`src/rtl/prio_encoder_latched.sv`:
```
// Registered priority encoder with sticky request capture and a valid/ready
// output port. Each request is held in a pending register until its index has
// been offered and accepted. The winner is the highest index (MODE=0) or comes
// from a descending round-robin search (MODE=1).
//
// state | meaning
// ------+-----------------------------------------------------------------
// IDLE  | no offer outstanding; out_valid=0, out_idx all-ones
// OFFER | out_idx holds a pending request; held until out_ready accepts it
module prio_encoder_latched #(
    parameter int N    = 10,
    parameter int W    = $clog2(N),
    parameter int MODE = 0
) (
    input  logic         clk,
    input  logic         rst,
    input  logic         en,
    input  logic [N-1:0] req,
    output logic [W-1:0] out_idx,
    output logic         out_valid,
    input  logic         out_ready,
    output logic [N-1:0] pending
);

    typedef enum logic {
        IDLE  = 1'b0,
        OFFER = 1'b1
    } state_t;

    state_t       state_q;
    state_t       state_d;
    logic [W-1:0] idx_d;
    logic [W-1:0] ptr_q;
    logic [W-1:0] ptr_d;
    logic [N-1:0] pend_d;
    logic [N-1:0] req_eff;
    logic [N-1:0] gmask;
    logic [N-1:0] cand;
    logic [W-1:0] sel_idx;
    logic         grant;

    // Highest set index wins. The legacy 10-to-4 encoder used the same ordering.
    function automatic logic [W-1:0] sel_fixed(input logic [N-1:0] c);
        logic [W-1:0] r;
        r = '1;
        for (int k = 0; k < N; k++) begin
            if (c[k]) r = W'(k);
        end
        return r;
    endfunction

    // Descending search that starts one below the pointer and wraps from 0 to
    // N-1. The pointer itself is visited last, so it has the lowest priority.
    function automatic logic [W-1:0] sel_rr(input logic [N-1:0] c,
                                            input logic [W-1:0] p);
        logic [W-1:0] r;
        logic         found;
        int           j;
        r     = '1;
        found = 1'b0;
        for (int k = 1; k <= N; k++) begin
            j = int'(p) - k;
            if (j < 0) j = j + N;
            if (!found && c[j]) begin
                r     = W'(j);
                found = 1'b1;
            end
        end
        return r;
    endfunction

    assign out_valid = (state_q == OFFER);
    assign req_eff   = en ? req : '0;
    assign grant     = out_valid & out_ready;
    // A granted index is removed from the candidates in its grant cycle, so a
    // single request can never be offered twice.
    assign gmask     = grant ? (N'(1) << out_idx) : '0;
    assign cand      = (pending | req_eff) & ~gmask;
    assign sel_idx   = (MODE == 1) ? sel_rr(cand, ptr_q) : sel_fixed(cand);

    // Next state, next offer, pointer and pending update.
    always_comb begin
        state_d = state_q;
        idx_d   = out_idx;
        ptr_d   = ptr_q;
        // A new request on the granted bit re-arms it (set wins over clear).
        pend_d  = (pending & ~gmask) | req_eff;

        if (grant) ptr_d = out_idx;

        unique case (state_q)
            IDLE: begin
                if (|cand) begin
                    state_d = OFFER;
                    idx_d   = sel_idx;
                end
            end
            OFFER: begin
                // Without a grant the offer is frozen, even if a higher
                // priority request arrives.
                if (grant) begin
                    if (|cand) begin
                        state_d = OFFER;
                        idx_d   = sel_idx;
                    end else begin
                        state_d = IDLE;
                        idx_d   = '1;
                    end
                end
            end
            default: begin
                state_d = IDLE;
                idx_d   = '1;
            end
        endcase
    end

    // State register. Reset also aborts an offer that is in progress.
    always_ff @(posedge clk) begin
        if (rst) begin
            state_q <= IDLE;
            out_idx <= '1;
            pending <= '0;
            ptr_q   <= '0;
        end else begin
            state_q <= state_d;
            out_idx <= idx_d;
            pending <= pend_d;
            ptr_q   <= ptr_d;
        end
    end

endmodule

```
`config.mk`:
```
export PLATFORM = sky130hd
export DESIGN_NAME = prio_encoder_latched
export DESIGN_NICKNAME = d
export VERILOG_FILES = /design/src/rtl/prio_encoder_latched.sv
export SDC_FILE = /design/constraint.sdc
export NUM_CORES = 1
export LEC_CHECK = 0
export BUFFER_PORTS_ARGS = -buffer_cell sky130_fd_sc_hd__buf_2
export CORE_ASPECT_RATIO = 0.75
export CORE_UTILIZATION = 45
export DETAILED_ROUTE_END_ITERATION = 16
export PLACE_DENSITY_LB_ADDON = 0.25
export SLEW_MARGIN = 10
export SYNTH_ARGS = -nofsm -noshare
export SYNTH_HDL_FRONTEND = slang
export SYNTH_SLANG_ARGS = --single-unit
```
`constraint.sdc`:
```
create_clock -name clk -period 2.5 [get_ports clk]
set_clock_uncertainty 0.2 [all_clocks]
set_input_delay 0.375 -clock clk [delete_from_list [all_inputs] [get_ports clk]]
set_output_delay 0.375 -clock clk [all_outputs]
set_load 0.03 [all_outputs]
```
== Word level (Yosys, flattened, before mapping) ==
Cells that the tools add are included.
Word-level totals
  input bits: 14
  logic and storage cells: 34
  register bits: 15
Operators by class
  bitwise logic cells: 7
  reductions and logical operators: 2
  mux-type cells: 19
  equality and inequality tests: 2
  shift operators: 1
Operators with widths (number)
  $mux 4: 13
  $and 10x10->10: 2
  $mux 10: 2
  $or 10x10->10: 2
  $not 10->10: 1
  $reduce_or 10->1: 1
  $shl 1x4->10 const A: 1
  $pmux 4 s2: 1
  $mux 1: 2
  $ne 2x1->1 const B: 1
  $ne 2x2->1 const B: 1
  $pmux 1 s2: 1
  $reduce_and 2->1: 1
  $and 1x1->1: 1
  $not 1->1: 1

== Longest topological paths before layout ==
Gate-level depths: netlist (run 1).
  word-level depth: 17
  depth in mapped cells: 7
  depth with buffers taken out: 6

== Worst setup path before layout (run 1) ==
OpenSTA, ideal clock, no wires.
  kind: reg2reg
  start: register out_idx[0]
  end: register out_idx[2]
  arrival: 1805 ps
  period minus slack after synthesis: 2127 ps
  setup time: 122 ps
  path slack: 373 ps
  cell stages (with the launch flop): 6
  data required time: 2178 ps
  path buffers: 1
  path through: dfxtp_1 buf_6 mux2_2 a22o_1 a311o_1 a221o_1
On the way
  longest elaborated chain between the ends: 17
Ends and longest elaborated chain
  from (decl): line 19  | output logic [W-1:0] out_idx,
  from (signal assigned): line 127  | out_idx <= idx_d;
  $shl 1x4->10 (*): line 77  | assign gmask = grant ? (N'(1) << out_idx) : '0;
  $mux 10 (*): line 77
  $not 10->10 (*): line 78  | assign cand = (pending | req_eff) & ~gmask;
  $and 10x10->10 (*): line 78
  $mux 4 (10 in series): line 47  | if (c[k]) r = W'(k);
  $mux 4: line 102  | if (|cand) begin
  $mux 4: line 101  | if (grant) begin
  $pmux 4 s2: line 91  | unique case (state_q)
Mark *: on every way between the ends. The rest lies on a longest branch, timed or not. The select of a mux whose other input is x is not followed.
A chain may end at the register's enable or synchronous reset.

== Worst setup path after layout (run 1) ==
Ends and elaborated chain as after synthesis.

==> results of run 1 <==
==> kinds of logic (layout without fill, tap and decap cells) <==
kind of cell	count (synthesis)	after routing	share of synthesized area
simple gates	45	45	0.239
buf+inv	7	36	0.0426
flops	15	15	0.310
mux	3	3	0.0336
compound gates	57	57	0.375
==> worst register-to-register path, delay by kind of cell (launching register included) <==
| kind | cells | cell delay [ps] |
|---|---|---|
| flip-flops | 1 | 540 |
| AND/OR/NAND/NOR | 1 | 240 |
| AO/OA/AOI/OAI | 4 | 900 |
| buffers and inverters | 1 | 240 |
==> area by class of cell <==
type | instances | area, µm² | share of cell area
multi-input combinational | 105 | 627 | 0.547
clock buffer | 4 | 26.3 | 0.0229
tap | 24 | 30.0 | 0.0262
sequential | 15 | 300 | 0.262
timing repair buffer | 30 | 155 | 0.135
inverter | 2 | 7.51 | 0.00655
==> worst paths after layout <==
path | slack (ps) | end | start
min | 130 | pending[2] | req[2]
max reg2reg | 280 | out_idx[2] | out_idx[0]
min reg2reg | 300 | pending[1] | pending[1]
max | 280 | out_idx[2] | out_idx[0]
==> metal layers <==
layer / part of all wire / GRT usage / up-vias
li1: - / - / 529
met1: 0.43 / 0.298 / 499
met2: 0.47 / 0.386 / 45
met3: 0.083 / 0.0833 / 4
met4: 0.011 / 0.105 / 0
met5: 0 / 0 / -
==> registers in the layout, indices dropped and copies added (netlist names) <==
name       count
pending       10
out_idx        4
out_valid      1
==> power groups by stage <==
| stage | registers (W) | clock network, W | logic (W) |
|---|---|---|---|
| 2_1_floorplan | 0.000319 | 0 | 0.000111 |
| 3_3_place_gp | 0.000287 | 0 | 0.000196 |
| 3_5_place_dp | 0.000288 | 0 | 0.000201 |
| 4_1_cts | 0.000282 | 0.000153 | 0.000203 |
| 5_1_grt | 0.000286 | 0.000159 | 0.000224 |
| 6_report | 0.000282 | 0.000150 | 0.000203 |
==> placed cells by master, fill, tap and decap left out, types with 2 or more instances in the layout <==
master / Yosys / final
nor2_1: 8 / 8
nor2b_1: 3 / 3
o21ai_0: 9 / 9
mux2_2: 2 / 2
or2_1: 2 / 2
a21oi_1: 26 / 26
o31ai_1: 2 / 2
buf_4: 0 / 2
dfxtp_1: 15 / 15
nor3_1: 2 / 2
a221oi_1: 2 / 2
a22oi_1: 2 / 2
inv_1: 2 / 2
a21o_1: 2 / 2
clkbuf_4: 0 / 3
buf_2: 0 / 28
nand2_1: 20 / 20
a21oi_2: 2 / 2
nand2b_1: 2 / 2
==> stage by stage <==
step / hold slack (ps) / cells / worst slack [ps]
after floorplan: 244 / 127 / 373
after global placement: 273 / 176 / 338
after detailed placement: 288 / 176 / 249
after CTS: 126 / 180 / 322
after global routing: 135 / 180 / 142
final: 127 / 180 / 283
==> flow_summary_export.csv, run 1 <==
group,metric,value,unit
timing,hold_viol,0,
global_route,grt_overflow_total,0,
timing,fmax,0.451,GHz
worst_setup_path,cpLargestDelayFamily,"compound AO/OA/AOI/OAI gates",
route,viasPerCell,5.98,
timing,slew_viol_final,0,
route,drt_pass1_iterations,4,
die,initial_core_util,0.481,
synthesis,synth_seq_area_share,0.310,
synthesis,synth_area,968,µm²
timing,period_needed,2220,ps
clock_tree,ctsResizeCount,0,
synthesis,ys_ff_latch,15,
route,wirelength,2540,µm
cells_and_area,finalCoreUtilization,0.569,
pwr,pwr-share-clk,0.236,
timing,rsz0062_at_grt,"false",
synthesis,ys_warn_count,0,
min_path,hp-class,"primary input to flop",
synthesis,yosysMostFrequentCell,"a21oi_1",
pwr,p_comb_frac,0.320,
clock_tree,cts_root_buffer,"clkbuf_4",
clock_tree,cts_buffers,3,
cells_and_area,antenna_cells,0,
synthesis,synthTopCellsByArea,"dfxtp_1 31%, a21oi_1 13%, nand2_1 7.8%, o21ai_0 4.7%, nor2_1 3.1%",
synthesis,syn-num-nets,141,
route,drc,0,
place,place_area,0.00112,mm²
worst_setup_path,slowest_delay,540,ps
place,dp_hpwl,1900,µm
clock_tree,tritoncts,"built",
global_route,grt_max_degree,17,
pwr,p_leak,0.483,nW
cells_and_area,syn_to_final_growth,18.3,%
die,num_rows,14,
outcome,outcome,"finished clean",
timing,timing.slew.headroom,0.764,
die,die_area,0.00234,mm²
worst_setup_path,cp_num_cells,6,
synthesis,async_flop_share,0,
synthesis,synth_common_cells,"26 x a21oi_1, 20 x nand2_1, 15 x dfxtp_1, 9 x o21ai_0, 8 x nor2_1",
die,dieWidth,55.6,µm
global_route,antenna_found_initial,0,
synthesis,synth_flop_cell,"dfxtp_1",
worst_setup_path,worstPathRequired,2500,ps
worst_setup_path,criticalPathCategory,"flop to flop",
global_route,grt_pass1_wl,4350,µm
cells_and_area,layout-drive-gt1-share,0.269,
worst_setup_path,cp_slowest_cell,"dfxtp_1",
synthesis,yosysTopAreaCellShare,0.310,
synthesis,synth_edf_count,0,
pwr,p_total,0.000636,W
route,via_count,1077,
min_path,hold_depth,3,
clock_tree,hold_buffers,0,
pwr,swShare,0.377,
timing,setup_viol,0,
pwr,p_int,0.000396,W
cells_and_area,nFillCells,198,
synthesis,avgSynthCellArea,7.63,µm²
die,ios,29,
pwr,seqPwrFrac,0.444,
die,die_h,42.2,µm
worst_setup_path,path_max_fanout,9,
pwr,p_sw,0.000240,W
clock_tree,post-cts-setup-buffer-count,0,
worst_setup_path,setup.worst_path.end_class,"flop",
pwr,p_per_area,555,mW/mm²
worst_setup_path,path_buf_inv,1,
global_route,grt_use_total,0.242,
timing,worst_pin_slew,351,ps
timing,fin_setup_tns,0,ps
route,post_drt_wl_per_cell,14.1,µm
global_route,grt_pass1_vias,989,
worst_setup_path,worstPathArrival,2220,ps
place,gp_congestion,0.805,
synthesis,synth_cell_types,39,
synthesis,yosysTopAreaCell,"dfxtp_1",
pwr,ir_drop,0.489,mV
run,maxCapViolCount,0,
worst_setup_path,worst_r2r_path_depth,6,
clock_tree,cts-htree-levels,1,
place,portBuffers,28,
route,drt_iter0_drc,50,
route,drtAntennaViolNets,0,
timing,post-route-period-util,0.887,
clock_tree,clock_latency,300,ps
clock_tree,clk_pin_slew,100,ps
worst_setup_path,crit_path_start_kind,"flop",
worst_setup_path,worstPathCellList,"inv_1, a31o_1, a21oi_1, nand4bb_1, o21ai_2, a221o_1",
cells_and_area,layout.nets,171,
synthesis,synthCells,127,
clock_tree,clockBufferDepth,2,
die,core,0.00201,mm²
cells_and_area,final_area,0.00115,mm²
clock_tree,clock-sinks,15,
(Power assumes the default switching activity.)
==> inputs of run 2 (changes only) <==
--- a/config.mk
+++ b/config.mk
@@ -6,8 +6,10 @@
 export NUM_CORES = 1
 export LEC_CHECK = 0
 export BUFFER_PORTS_ARGS = -buffer_cell sky130_fd_sc_hd__buf_2
+export CELL_PAD_IN_SITES_DETAIL_PLACEMENT = 0
+export CELL_PAD_IN_SITES_GLOBAL_PLACEMENT = 1
 export CORE_ASPECT_RATIO = 0.75
-export CORE_UTILIZATION = 45
+export CORE_UTILIZATION = 35
 export DETAILED_ROUTE_END_ITERATION = 16
 export PLACE_DENSITY_LB_ADDON = 0.25
 export SLEW_MARGIN = 10
==> flow_summary_export.csv, run 2 (synthesis gave the netlist of run 1 again) <==
group,metric,value,unit
cells_and_area,layout_common_cells,"28 x buf_2, 26 x a21oi_1, 20 x nand2_1",
cells_and_area,layout.nets,172,
timing,worst_pin_slew,371,ps
pwr,p_int,0.000447,W
timing,post-route-period-util,0.854,
cells_and_area,syn_to_final_growth,22.7,%
die,core,0.00262,mm²
global_route,grt_overflow_total,0,
pwr,seqPwrFrac,0.401,
clock_tree,clock_latency,270,ps
pwr,pwr-share-clk,0.304,
worst_setup_path,worstPathCellList,"inv_1, a31o_1, a21oi_1, nand4bb_1, o21ai_2, a221o_1",
die,ios,29,
worst_setup_path,path_max_fanout,7,
worst_setup_path,criticalPathCategory,"flop to flop",
run,maxCapViolCount,0,
global_route,grt_max_degree,21,
route,drtAntennaViolNets,0,
pwr,p_leak,0.498,nW
pwr,p_sw,0.000257,W
global_route,grt_pass1_vias,875,
route,post_drt_wl_per_cell,14.1,µm
die,die_area,0.00298,mm²
die,dieWidth,62.7,µm
worst_setup_path,cpLargestDelayFamily,"compound AO/OA/AOI/OAI gates",
cells_and_area,nFillCells,289,
clock_tree,clock-sinks,15,
outcome,outcome,"finished clean",
timing,slew_viol_final,0,
pwr,p_per_area,592,mW/mm²
route,wirelength,2710,µm
place,portBuffers,28,
cells_and_area,largest_register,"pending",
worst_setup_path,worstPathRequired,2460,ps
global_route,grt_pass1_wl,4090,µm
global_route,grt-busiest-layer,"met2",
die,num_rows,16,
global_route,grt_use_total,0.184,
route,drc,0,
global_route,met2_usage,0.304,
cells_and_area,finalCoreUtilization,0.453,
route,via_count,1054,
place,place_area,0.00114,mm²
cells_and_area,layout-drive-gt1-share,0.280,
route,drt_iter0_drc,36,
worst_setup_path,cp_slowest_cell,"dfxtp_1",
global_route,met1_usage,0.226,
cells_and_area,final_common_cell,"buf_2",
clock_tree,clk_pin_slew,80,ps
timing,fmax,0.468,GHz
pwr,ir_drop,0.301,mV
clock_tree,tritoncts,"built",
min_path,hp-class,"primary input to flop",
clock_tree,ctsResizeCount,0,
pwr,swShare,0.365,
die,initial_core_util,0.369,
die,die_h,47.6,µm
cells_and_area,antenna_cells,0,
place,dp_hpwl,2000,µm
timing,hold_viol,0,
cells_and_area,largest_register_ffs,10,
worst_setup_path,slowest_delay,460,ps
clock_tree,hold_buffers,0,
clock_tree,post-cts-setup-buffer-count,0,
clock_tree,cts-htree-levels,1,
place,gp_congestion,0.752,
route,drt_pass1_iterations,4,
pwr,p_comb_frac,0.295,
cells_and_area,final_area,0.00119,mm²
clock_tree,clockBufferDepth,2,
global_route,antenna_found_initial,0,
timing,setup_viol,0,
clock_tree,cts_root_buffer,"clkbuf_8",
global_route,use_met3,0.0619,
clock_tree,cts_buffers,3,
worst_setup_path,path_buf_inv,1,
timing,period_needed,2140,ps
route,viasPerCell,5.46,
timing,fin_setup_tns,0,ps
timing,timing.slew.headroom,0.753,
worst_setup_path,worstPathArrival,2090,ps
worst_setup_path,setup.worst_path.end_class,"flop",
timing,rsz0062_at_grt,"false",
worst_setup_path,crit_path_start_kind,"flop",
## run 2: changes by cell type in the layout (fill, tap and decap cells not counted), sizes merged
cell and change:
buf +1, clkbuf -1, clkinv +1
## run 2: area by class of cell
cell class                      instances  area, µm²  area share
Timing Repair Buffer                   31        163       0.137
Clock inverter                          1       5.00     0.00421
Inverter                                2       7.51     0.00632
Sequential cell                        15        300       0.253
Tap cell                               36       45.0      0.0379
Clock buffer                            3       41.3      0.0347
Multi-Input combinational cell        105        627       0.527
## run 2: per-layer routing
metal | part of all wire | vias up
li1 | - | 533
met1 | 0.51 | 492
met2 | 0.43 | 24
met3 | 0.050 | 5
met4 | 0.0088 | 0
met5 | 0 | -
## run 2: tightest hold or removal path: stages
cell,delay (ps)
buf_2,100
nand2_1,50
a21oi_1,50
## run 2: stage by stage
step	worst slack, ps	hold WS (ps)	cells	power (W)
detailed placement	119	287	189	0.000492
floorplan	373	244	127	0.000431
global route	231	169	193	0.000745
finish	364	159	193	0.000703
global placement	180	280	189	0.000491
CTS	366	165	193	0.000706
## run 2: power groups by stage
stage                     combinational (W)  clock, W  sequential, W
after global placement             0.000204         0       0.000286
after detailed placement           0.000205         0       0.000287
after global routing               0.000227  0.000233       0.000285
after floorplan                    0.000111         0       0.000319
after CTS                          0.000207  0.000218       0.000281
final                              0.000207  0.000214       0.000282
## run 2: path summary, 6_finish.rpt
check	from	end	slack (ps)	cells after the start
worst max-delay path	out_idx[0]	out_idx[2]	360	6
worst min-delay path	req[1]	pending[1]	160	3
worst max register to register	out_idx[0]	out_idx[2]	360	6
worst min register to register	pending[6]	pending[6]	290	2
==> inputs of run 3 (changes only) <==
--- a/config.mk
+++ b/config.mk
@@ -9,8 +9,10 @@
 export CELL_PAD_IN_SITES_DETAIL_PLACEMENT = 0
 export CELL_PAD_IN_SITES_GLOBAL_PLACEMENT = 1
 export CORE_ASPECT_RATIO = 0.75
+export CORE_MARGIN = 2
 export CORE_UTILIZATION = 35
 export DETAILED_ROUTE_END_ITERATION = 16
+export GPL_TIMING_DRIVEN = 0
 export PLACE_DENSITY_LB_ADDON = 0.25
 export SLEW_MARGIN = 10
 export SYNTH_ARGS = -nofsm -noshare
==> flow_summary_export.csv, run 3 (synthesis gave the netlist of run 1 again) <==
group,metric,value,unit
clock_tree,clk_pin_slew,70,ps
route,via_count,1064,
die,ios,29,
route,drc,0,
global_route,grt_pass1_wl,4480,µm
cells_and_area,largest_register,"pending",
worst_setup_path,worstPathCellList,"nor2_1, a31o_1, a21oi_1, nand4bb_1, o21ai_2, a221o_1",
die,num_rows,16,
cells_and_area,final_common_cell,"buf_2",
worst_setup_path,r2r_setup_slack,440,ps
worst_setup_path,crit_path_start_kind,"flop",
timing,fmax,0.485,GHz
pwr,p_leak,0.497,nW
clock_tree,post-cts-setup-buffer-count,0,
cells_and_area,seqCellArea,300,µm²
timing,rsz0062_at_grt,"false",
clock_tree,clock_latency,250,ps
global_route,antenna_found_initial,0,
clock_tree,clock-sinks,15,
worst_setup_path,worstPathRequired,2440,ps
timing,fin_setup_tns,0,ps
route,wirelength,2770,µm
die,die_area,0.00321,mm²
cells_and_area,syn_to_final_growth,23.8,%
global_route,grt_pass1_vias,989,
clock_tree,hold_buffers,0,
cells_and_area,largest_register_ffs,10,
route,drtAntennaViolNets,0,
clock_tree,clockBufferDepth,2,
run,maxCapViolCount,0,
cells_and_area,nFillCells,278,
clock_tree,tritoncts,"built",
clock_tree,cts_root_buffer,"clkbuf_8",
timing,post-route-period-util,0.826,
timing,worst_pin_slew,545,ps
clock_tree,ctsResizeCount,0,
worst_setup_path,setup.worst_path.end_class,"flop",
die,dieWidth,64.7,µm
place,dp_hpwl,2050,µm
worst_setup_path,slowest_delay,480,ps
cells_and_area,layout.nets,174,
global_route,grt_use_total,0.182,
route,viasPerCell,5.46,
cells_and_area,layout_common_cells,"28 x buf_2, 26 x a21oi_1, 20 x nand2_1",
clock_tree,cts-htree-levels,1,
clock_tree,cts_buffers,3,
worst_setup_path,path_max_fanout,8,
timing,whs,176,ps
pwr,p_per_area,581,mW/mm²
timing,hold_viol,0,
timing,slew_viol_final,0,
timing,setup_viol,0,
pwr,ir_drop,0.314,mV
die,core,0.00262,mm²
timing,period_needed,2060,ps
min_path,hp-class,"primary input to flop",
place,gp_congestion,0.874,
route,drt_pass1_iterations,4,
worst_setup_path,cp_slowest_cell,"dfxtp_1",
worst_setup_path,worstPathArrival,2010,ps
outcome,outcome,"finished clean",
worst_setup_path,criticalPathCategory,"flop to flop",
timing,timing.slew.headroom,0.636,
global_route,grt_max_degree,11,
cells_and_area,layout-drive-gt1-share,0.264,
route,drt_iter0_drc,49,
cells_and_area,antenna_cells,0,
global_route,grt_overflow_total,0,
route,post_drt_wl_per_cell,14.2,µm
cells_and_area,multiInputGateArea,627,µm²
die,die_h,49.6,µm
die,initial_core_util,0.369,
place,portBuffers,28,
==> run 3: cell count changes in the layout (fill, tap and decap cells not counted) <==
cell / change
clkinv_2: -1
clkbuf_1: +4
buf_6: +2
buf_4: -3
==> run 3: cell type report <==
cell class | instances | share of cell area
multi-input cells | 105 | 0.523
flip-flops and latches | 15 | 0.251
repair buffers | 28 | 0.117
clock buffers | 4 | 0.0376
well taps | 36 | 0.0376
plain buffers | 5 | 0.0282
inverters | 2 | 0.00626
==> run 3: stage by stage <==
stage | utilization | instances | total power [W] | cell area, µm² | setup WS, ps
floorplan | - | 127 | 0.000431 | 968 | 373
global placement | 0.440 | 191 | 0.000493 | 1150 | 357
detailed placement | 0.440 | 191 | 0.000495 | 1150 | 353
CTS | 0.457 | 195 | 0.000704 | 1200 | 437
global route | 0.457 | 195 | 0.000737 | 1200 | 273
finish | 0.457 | 195 | 0.000696 | 1200 | 436
==> run 3: report_power, final <==
part / switching (W) / leakage (nW) / internal [W]
combinational: 0.000134 / 0.350 / 0.0000785
sequential: 0.0000197 / 0.125 / 0.000259
clock: 0.0000920 / 0.0228 / 0.000113
==> run 3: path summary, 6_finish.rpt <==
| check | from | endpoint | cells past startpoint |
|---|---|---|---|
| worst max-delay path | out_idx[3] | out_idx[2] | 6 |
| worst min-delay path | req[3] | pending[3] | 3 |
| worst max register to register | out_idx[3] | out_idx[2] | 6 |
| worst min register to register | pending[1] | pending[1] | 2 |
==> run 3: metal layers <==
layer  track usage  vias to the layer above  share of wire
met1         0.223                      495           0.48
met5             0                        -              0
li1              -                      538              -
met3        0.0548                        4          0.046
met2         0.306                       27           0.46
met4        0.0603                        0         0.0098
==> run 3: critical path, delay by kind of cell (launching register included) <==
kind             cells  cell delay [ps]
flip-flops           1              480
AND/OR/NAND/NOR      2              380
AO/OA/AOI/OAI        4              890
